`config.mk`:
```
export PLATFORM = sky130hd
export DESIGN_NAME = ysyx_24090003_csr_unit
export DESIGN_NICKNAME = d
export VERILOG_FILES = /design/src/rtl/ysyx_24090003_csr_unit.sv
export SDC_FILE = /design/constraint.sdc
export NUM_CORES = 1
export LEC_CHECK = 0
export CAP_MARGIN = 20
export CORE_ASPECT_RATIO = 1.2
export CORE_UTILIZATION = 50
export CTS_BUF_LIST = sky130_fd_sc_hd__clkbuf_4
export CTS_CLUSTER_DIAMETER = 50
export CTS_CLUSTER_SIZE = 12
export DETAILED_ROUTE_END_ITERATION = 16
export DONT_BUFFER_PORTS = 1
export PLACE_DENSITY = 0.74
export SLEW_MARGIN = 10
export SYNTH_ARGS = -nofsm -noshare
export SYNTH_HDL_FRONTEND = slang
export SYNTH_SLANG_ARGS = --single-unit
```
`constraint.sdc`:
```
create_clock -name i_clk -period 2.49 [get_ports i_clk]
set_input_delay 0.498 -clock i_clk [delete_from_list [all_inputs] [get_ports i_clk]]
set_output_delay 0.498 -clock i_clk [all_outputs]
set_load 0.005 [all_outputs]
```
`src/rtl/ysyx_24090003_csr_unit.sv`:
```
// rtl/ysyx_24090003_csr_unit.sv - machine-mode CSR file and trap state for the single-cycle RV32 core
// Optional mcycle/mcycleh counter is built when YSYX_24090003_MCYCLE_EN is defined.
module ysyx_24090003_csr_unit #(
  parameter logic [31:0] MSTATUS_RST = 32'h0000_1800,
  parameter logic [31:0] MVENDORID   = 32'h7973_7978,
  parameter logic [31:0] MARCHID     = 32'h016F_9593
) (
  input  logic        i_clk,
  input  logic        i_rst,
  input  logic        i_commit,
  input  logic        i_csr_en,
  input  logic [2:0]  i_funct3,
  input  logic [11:0] i_csr_addr,
  input  logic [4:0]  i_rs1_idx,
  input  logic [31:0] i_csr_wdata,
  input  logic        i_ecall,
  input  logic        i_mret,
  input  logic [31:0] i_pc,
  output logic [31:0] o_csr_rdata,
  output logic [31:0] o_mtvec,
  output logic [31:0] o_mepc,
  output logic        o_csr_illegal
);

  localparam logic [11:0] A_MSTATUS   = 12'h300;
  localparam logic [11:0] A_MTVEC     = 12'h305;
  localparam logic [11:0] A_MEPC      = 12'h341;
  localparam logic [11:0] A_MCAUSE    = 12'h342;
  localparam logic [11:0] A_MVENDORID = 12'hF11;
  localparam logic [11:0] A_MARCHID   = 12'hF12;
`ifdef YSYX_24090003_MCYCLE_EN
  localparam logic [11:0] A_MCYCLE    = 12'hB00;
  localparam logic [11:0] A_MCYCLEH   = 12'hB80;
`endif

  logic        mie;
  logic        mpie;
  logic [31:0] mtvec;
  logic [31:0] mepc;
  logic [31:0] mcause;
`ifdef YSYX_24090003_MCYCLE_EN
  logic [63:0] mcycle;
`endif

  logic        impl;
  logic        ro;
  logic [31:0] old_val;
  logic [31:0] src;
  logic [31:0] new_val;
  logic        wr_attempt;
  logic        csr_we;

  always_comb begin
    impl    = 1'b1;
    ro      = 1'b0;
    old_val = 32'd0;
    case (i_csr_addr)
      A_MSTATUS:   old_val = {19'd0, 2'b11, 3'd0, mpie, 3'd0, mie, 3'd0};
      A_MTVEC:     old_val = mtvec;
      A_MEPC:      old_val = mepc;
      A_MCAUSE:    old_val = mcause;
      A_MVENDORID: begin old_val = MVENDORID; ro = 1'b1; end
      A_MARCHID:   begin old_val = MARCHID;   ro = 1'b1; end
`ifdef YSYX_24090003_MCYCLE_EN
      A_MCYCLE:    old_val = mcycle[31:0];
      A_MCYCLEH:   old_val = mcycle[63:32];
`endif
      default:     impl = 1'b0;
    endcase
  end

  always_comb begin
    src = i_funct3[2] ? {27'd0, i_rs1_idx} : i_csr_wdata;
    case (i_funct3[1:0])
      2'b01:   new_val = src;
      2'b10:   new_val = old_val | src;
      2'b11:   new_val = old_val & ~src;
      default: new_val = old_val;
    endcase
  end

  // Set/clear with rs1=0 is a pure read, so it never counts as a write attempt.
  assign wr_attempt    = (i_funct3[1:0] == 2'b01) | (i_funct3[1] & (|i_rs1_idx));
  assign csr_we        = i_commit & i_csr_en & impl & ~ro & wr_attempt & ~i_ecall & ~i_mret;
  assign o_csr_illegal = i_csr_en & (~impl | (ro & wr_attempt));
  assign o_csr_rdata   = i_csr_en ? old_val : 32'd0;
  assign o_mtvec       = mtvec;
  assign o_mepc        = mepc;

  always_ff @(posedge i_clk) begin
    if (i_rst) begin
      mie    <= MSTATUS_RST[3];
      mpie   <= MSTATUS_RST[7];
      mtvec  <= 32'd0;
      mepc   <= 32'd0;
      mcause <= 32'd0;
    end else if (i_commit & i_ecall) begin
      mepc   <= {i_pc[31:2], 2'b00};
      mcause <= 32'd11;
      mpie   <= mie;
      mie    <= 1'b0;
    end else if (i_commit & i_mret) begin
      mie    <= mpie;
      mpie   <= 1'b1;
    end else if (csr_we) begin
      case (i_csr_addr)
        A_MSTATUS: begin
          mie  <= new_val[3];
          mpie <= new_val[7];
        end
        A_MTVEC:  mtvec  <= {new_val[31:2], 2'b00};
        A_MEPC:   mepc   <= {new_val[31:2], 2'b00};
        A_MCAUSE: mcause <= new_val;
        default:  ;
      endcase
    end
  end

`ifdef YSYX_24090003_MCYCLE_EN
  // Counter runs regardless of commit; a high-half write blocks the carry that cycle.
  always_ff @(posedge i_clk) begin
    if (i_rst) begin
      mcycle <= 64'd0;
    end else if (csr_we && i_csr_addr == A_MCYCLE) begin
      mcycle <= {mcycle[63:32], new_val};
    end else if (csr_we && i_csr_addr == A_MCYCLEH) begin
      mcycle <= {new_val, mcycle[31:0] + 32'd1};
    end else begin
      mcycle <= mcycle + 64'd1;
    end
  end
`endif

endmodule
```
==> run summary <==
The run finished with clean final reports. The cts-stage hold buffer count is 0. Timing would allow up to roughly 0.42 GHz. The worst register-to-register path ends at o_mtvec[11]$_SDFFE_PP0P_. The die width is 106 um.

The longest clock path from root to sink contains 2 buffers. In this design, the stage delay of the slowest critical-path cell is 0.32 ns. Counting flops with a built-in enable in the synthesized netlist gives 0.

The number of global-route vias before repair came out at 6764. The leading register cell type out of synthesis is dfxtp_1. After routing the design area is approximately 6800 um^2.

The power per standard cell area is around 400 nW/um^2. The combined area of all synthesized cells is approximately 6500 um^2. The number of instances in the synthesized netlist is approximately 830. Averaged over all synthesized cells, the footprint is 7.78 um^2. Overall power consumption after layout is estimated at 2.74 mW. The routability congestion estimate is 0.908. The insertion delay of the later-clocked pin in the worst-skew pair came out at ~0.47 ns. After detailed placement, the total cell area comes to 6640 um^2.

For this run, asynchronously set or reset flops after synthesis account for 0%. Summed over all cells, the static leakage comes to approximately 2.0 nW. The count of vias placed by the detailed router came out at between 6000 and 7000. The number of max-slew violations in the final report is 0. The kind of cell with the highest combined delay on the critical path is simple AND/OR/NAND/NOR gates.

The count of nets left with antenna violations after detail routing came out at 0. The buffer and inverter count on the worst path came out at 1. The initial cell density of the core is about half.

After global routing the overflow that remains totals 0. The launch point of the worst hold path is i_rst. The startpoint identified for the worst register-to-register timing path is o_mtvec[11]$_SDFFE_PP0P_. The area of the core is ~13000 um^2.

The final critical path time including I/O delays and setup is approximately 2.4 ns. Data on the critical path arrives at its endpoint at around 1.9 ns. Traced cell by cell, the critical path runs through nor4_4 -> buf_4 -> nand2_1 -> a21oi_1 -> o21bai_1 -> and2_1.

The slew at the pin with the worst max-slew slack came out at 0.642 ns. Data on the critical path is required at its endpoint by 1.99 ns. The tightest min-delay check is of the in2reg type. The initial antenna violation count is 0.

The buffer cell driving the clock tree root is clkbuf_4. STA classifies the critical path endpoint as an output port. The number of cell rows is 45.

The total of max-cap violations is 0. The fill cell total of the finished layout is 1211. CTS saw 94 sinks. The number of synthesized register bits is 94. The worst reg2reg path depth is 5.

The average wire length per cell after detail routing came out at roughly 24 um. The max-slew headroom at the worst pin came out at a little under three fifths. The most frequent cell after synthesis is nor2_1. In the routed design, unresolved DRC markers number 0. The sum of negative setup slack is 0 ns.

In this run the vertical extent of the chip is roughly 130 um. The number of failing setup endpoints in the final timing report is 0. The register clock-pin slew on the reported worst setup and hold paths is 0.16 ns. The dominant cell type by area after synthesis is dfxtp_1. The first-pass GRT wire length is ~36000 um.

The number of H-tree levels came out at 3. Across the VDD grid, the largest voltage drop is about 0.21 mV. The worst clock skew is 0.00750 ns. After synthesis, the most frequently instantiated cells are nor2_1 (98), dfxtp_1 (94), nand3_1 (61), nand2_1 (58), clkbuf_1 (44). The TritonCTS buffer count is 9. The share of the yosys chip area belonging to registers came out at 29.0%.

The final wirelength came out at 22900 um. The number of warnings reported in the yosys synthesis log is 0. The detailed router finished its first iteration with ~570 violations.

Ranked by total cell area, the synthesized netlist is headed by dfxtp_1 (29%), a211oi_2 (5.8%), nor2_1 (5.7%). The peak fanout along the critical path is 17. The count of cell types in the netlist is 58.

The CTS tree is done. The final HPWL from detailed placement is roughly 15000 um. The final critical-path share of the clock period is 95.0%. Before antenna repair, the detailed router went through 5 iterations.

The mean number of vias per cell is between 7 and 8. The die covers 13400 um^2. In this run the count of I/O pins placed on the die edge is 187.

The count of port buffers added during placement came out at 0. Setup repair after global routing left no endpoint under its margin. The worst setup path is of the in2out kind. The startpoint class of the critical path is a primary input.

The fraction of post-synthesis cell area in the top cell type by area is between 20% and 30%. The area growth from synthesis to layout is 4.32%. The cell at the slowest stage of the critical path is buf_4. The maximum number of pins on one net before global-route repair came out at between 70 and 80. The hold path depth came out at 1. The setup check on the worst reg-to-reg path leaves a slack of 0.87 ns. The final count of hold timing violations came out at 0.

The total number of nets in the final design is 883. The worst hold path terminates at o_mtvec[24]$_SDFFE_PP0P_. Global routing used roughly a third of the available tracks across all layers.

The layout cell share with drive strength beyond 1 is ~12%.
kinds of logic (layout without fill, tap and decap cells):
| group | after synthesis | in the layout | synth area share (%) |
|---|---|---|---|
| AO/OA/AOI/OAI | 275 | 275 | 31.4 |
| other | 1 | 6 | 0.0578 |
| AND/OR/NAND/NOR | 336 | 336 | 27.6 |
| multiplexers | 24 | 24 | 3.70 |
| flip-flops | 94 | 94 | 29.0 |
| buffers and inverters | 92 | 53 | 6.63 |
| XOR/XNOR | 12 | 12 | 1.62 |
flip-flops by register name (all words and copies together), names as in the netlist:
register  count
mcause       32
mie           1
mpie          1
o_mepc       30
o_mtvec      30
cell usage in the layout, fill, tap and decap left out, types with 4 or more instances in the layout:
cell / count
o31ai_1: 19
nor3_1: 17
xnor2_1: 12
o21a_1: 10
dfxtp_1: 94
a211oi_1: 34
conb_1: 4
nor2b_1: 26
nand2_1: 58
mux2i_1: 24
nand2b_1: 8
a22oi_1: 21
nor2_1: 98
a21oi_1: 35
nand4b_1: 6
o22ai_1: 14
a31oi_1: 23
a211oi_2: 30
nand4_1: 5
and3b_1: 16
nor4_4: 4
buf_12: 6
a32oi_1: 13
buf_4: 30
o221ai_1: 8
o211ai_1: 16
o21ai_0: 38
and2_1: 19
nand3_1: 60
clkbuf_4: 10
report_power, final:
group	total [mW]	leakage [nW]	switching [mW]	internal [mW]
Combinational	0.382	1.15	0.241	0.141
Clock	0.792	0.0602	0.578	0.214
Sequential	1.56	0.761	0.0292	1.53
Total	2.74	1.97	0.848	1.89
per-stage QoR:
step,util [%],instances,hold slack (ns),setup WS [ns]
6_report,53.4,964,0.0628,0.125
3_3_place_gp,52.4,946,0.487,0.0873
5_1_grt,53.4,962,0.0448,0.00116
3_5_place_dp,52.4,946,0.496,0.0376
2_1_floorplan,-,837,0.478,0.124
4_1_cts,53.3,962,0.0580,0.0366
worst max-delay path by stage:
stage,endpoint,slack [ns],depth (start not counted),start
after floorplan,o_csr_rdata[7],0.12,8,i_csr_addr[9]
after global placement,o_csr_rdata[5],0.09,5,i_csr_addr[5]
after detailed placement,o_csr_rdata[5],0.04,5,i_csr_addr[5]
after CTS,o_csr_rdata[5],0.04,5,i_csr_addr[5]
after global routing,o_csr_illegal,0.001,6,i_csr_addr[5]
final,o_csr_illegal,0.13,6,i_csr_addr[5]
layer usage:
layer  vias up  GRT usage, %  wire length (um)
met4         0          17.4               805
met2       466          58.1             11100
met3        86          7.91              2570
met5         -             0                 0
met1      3195          39.0              8410
li1       3032             -                 -
worst register-to-register path: cells and delay by family, from the launching register on:
kind	cells	cell delay [ns]
and+or+nand+nor	1	0.15
AOI/OAI and AO/OA	4	0.98
DFF	1	0.36
what timing repair did:
action	4_1_cts	5_1_grt
endpoints found under the setup margin	0	7
buffers inserted	0	0
resized for setup	0	1
layout make-up:
class	count	area [um^2]	share of cell area (%)
repair buffers	36	345	5.10
well taps	164	205	3.03
clock inverters	6	37.5	0.555
clock buffers	10	75.1	1.11
inverters	1	3.75	0.0555
multi-input cells	651	4210	62.3
diodes	2	5.00	0.0740
flip-flops and latches	94	1880	27.8
Power figures use the tool's default switching activity.
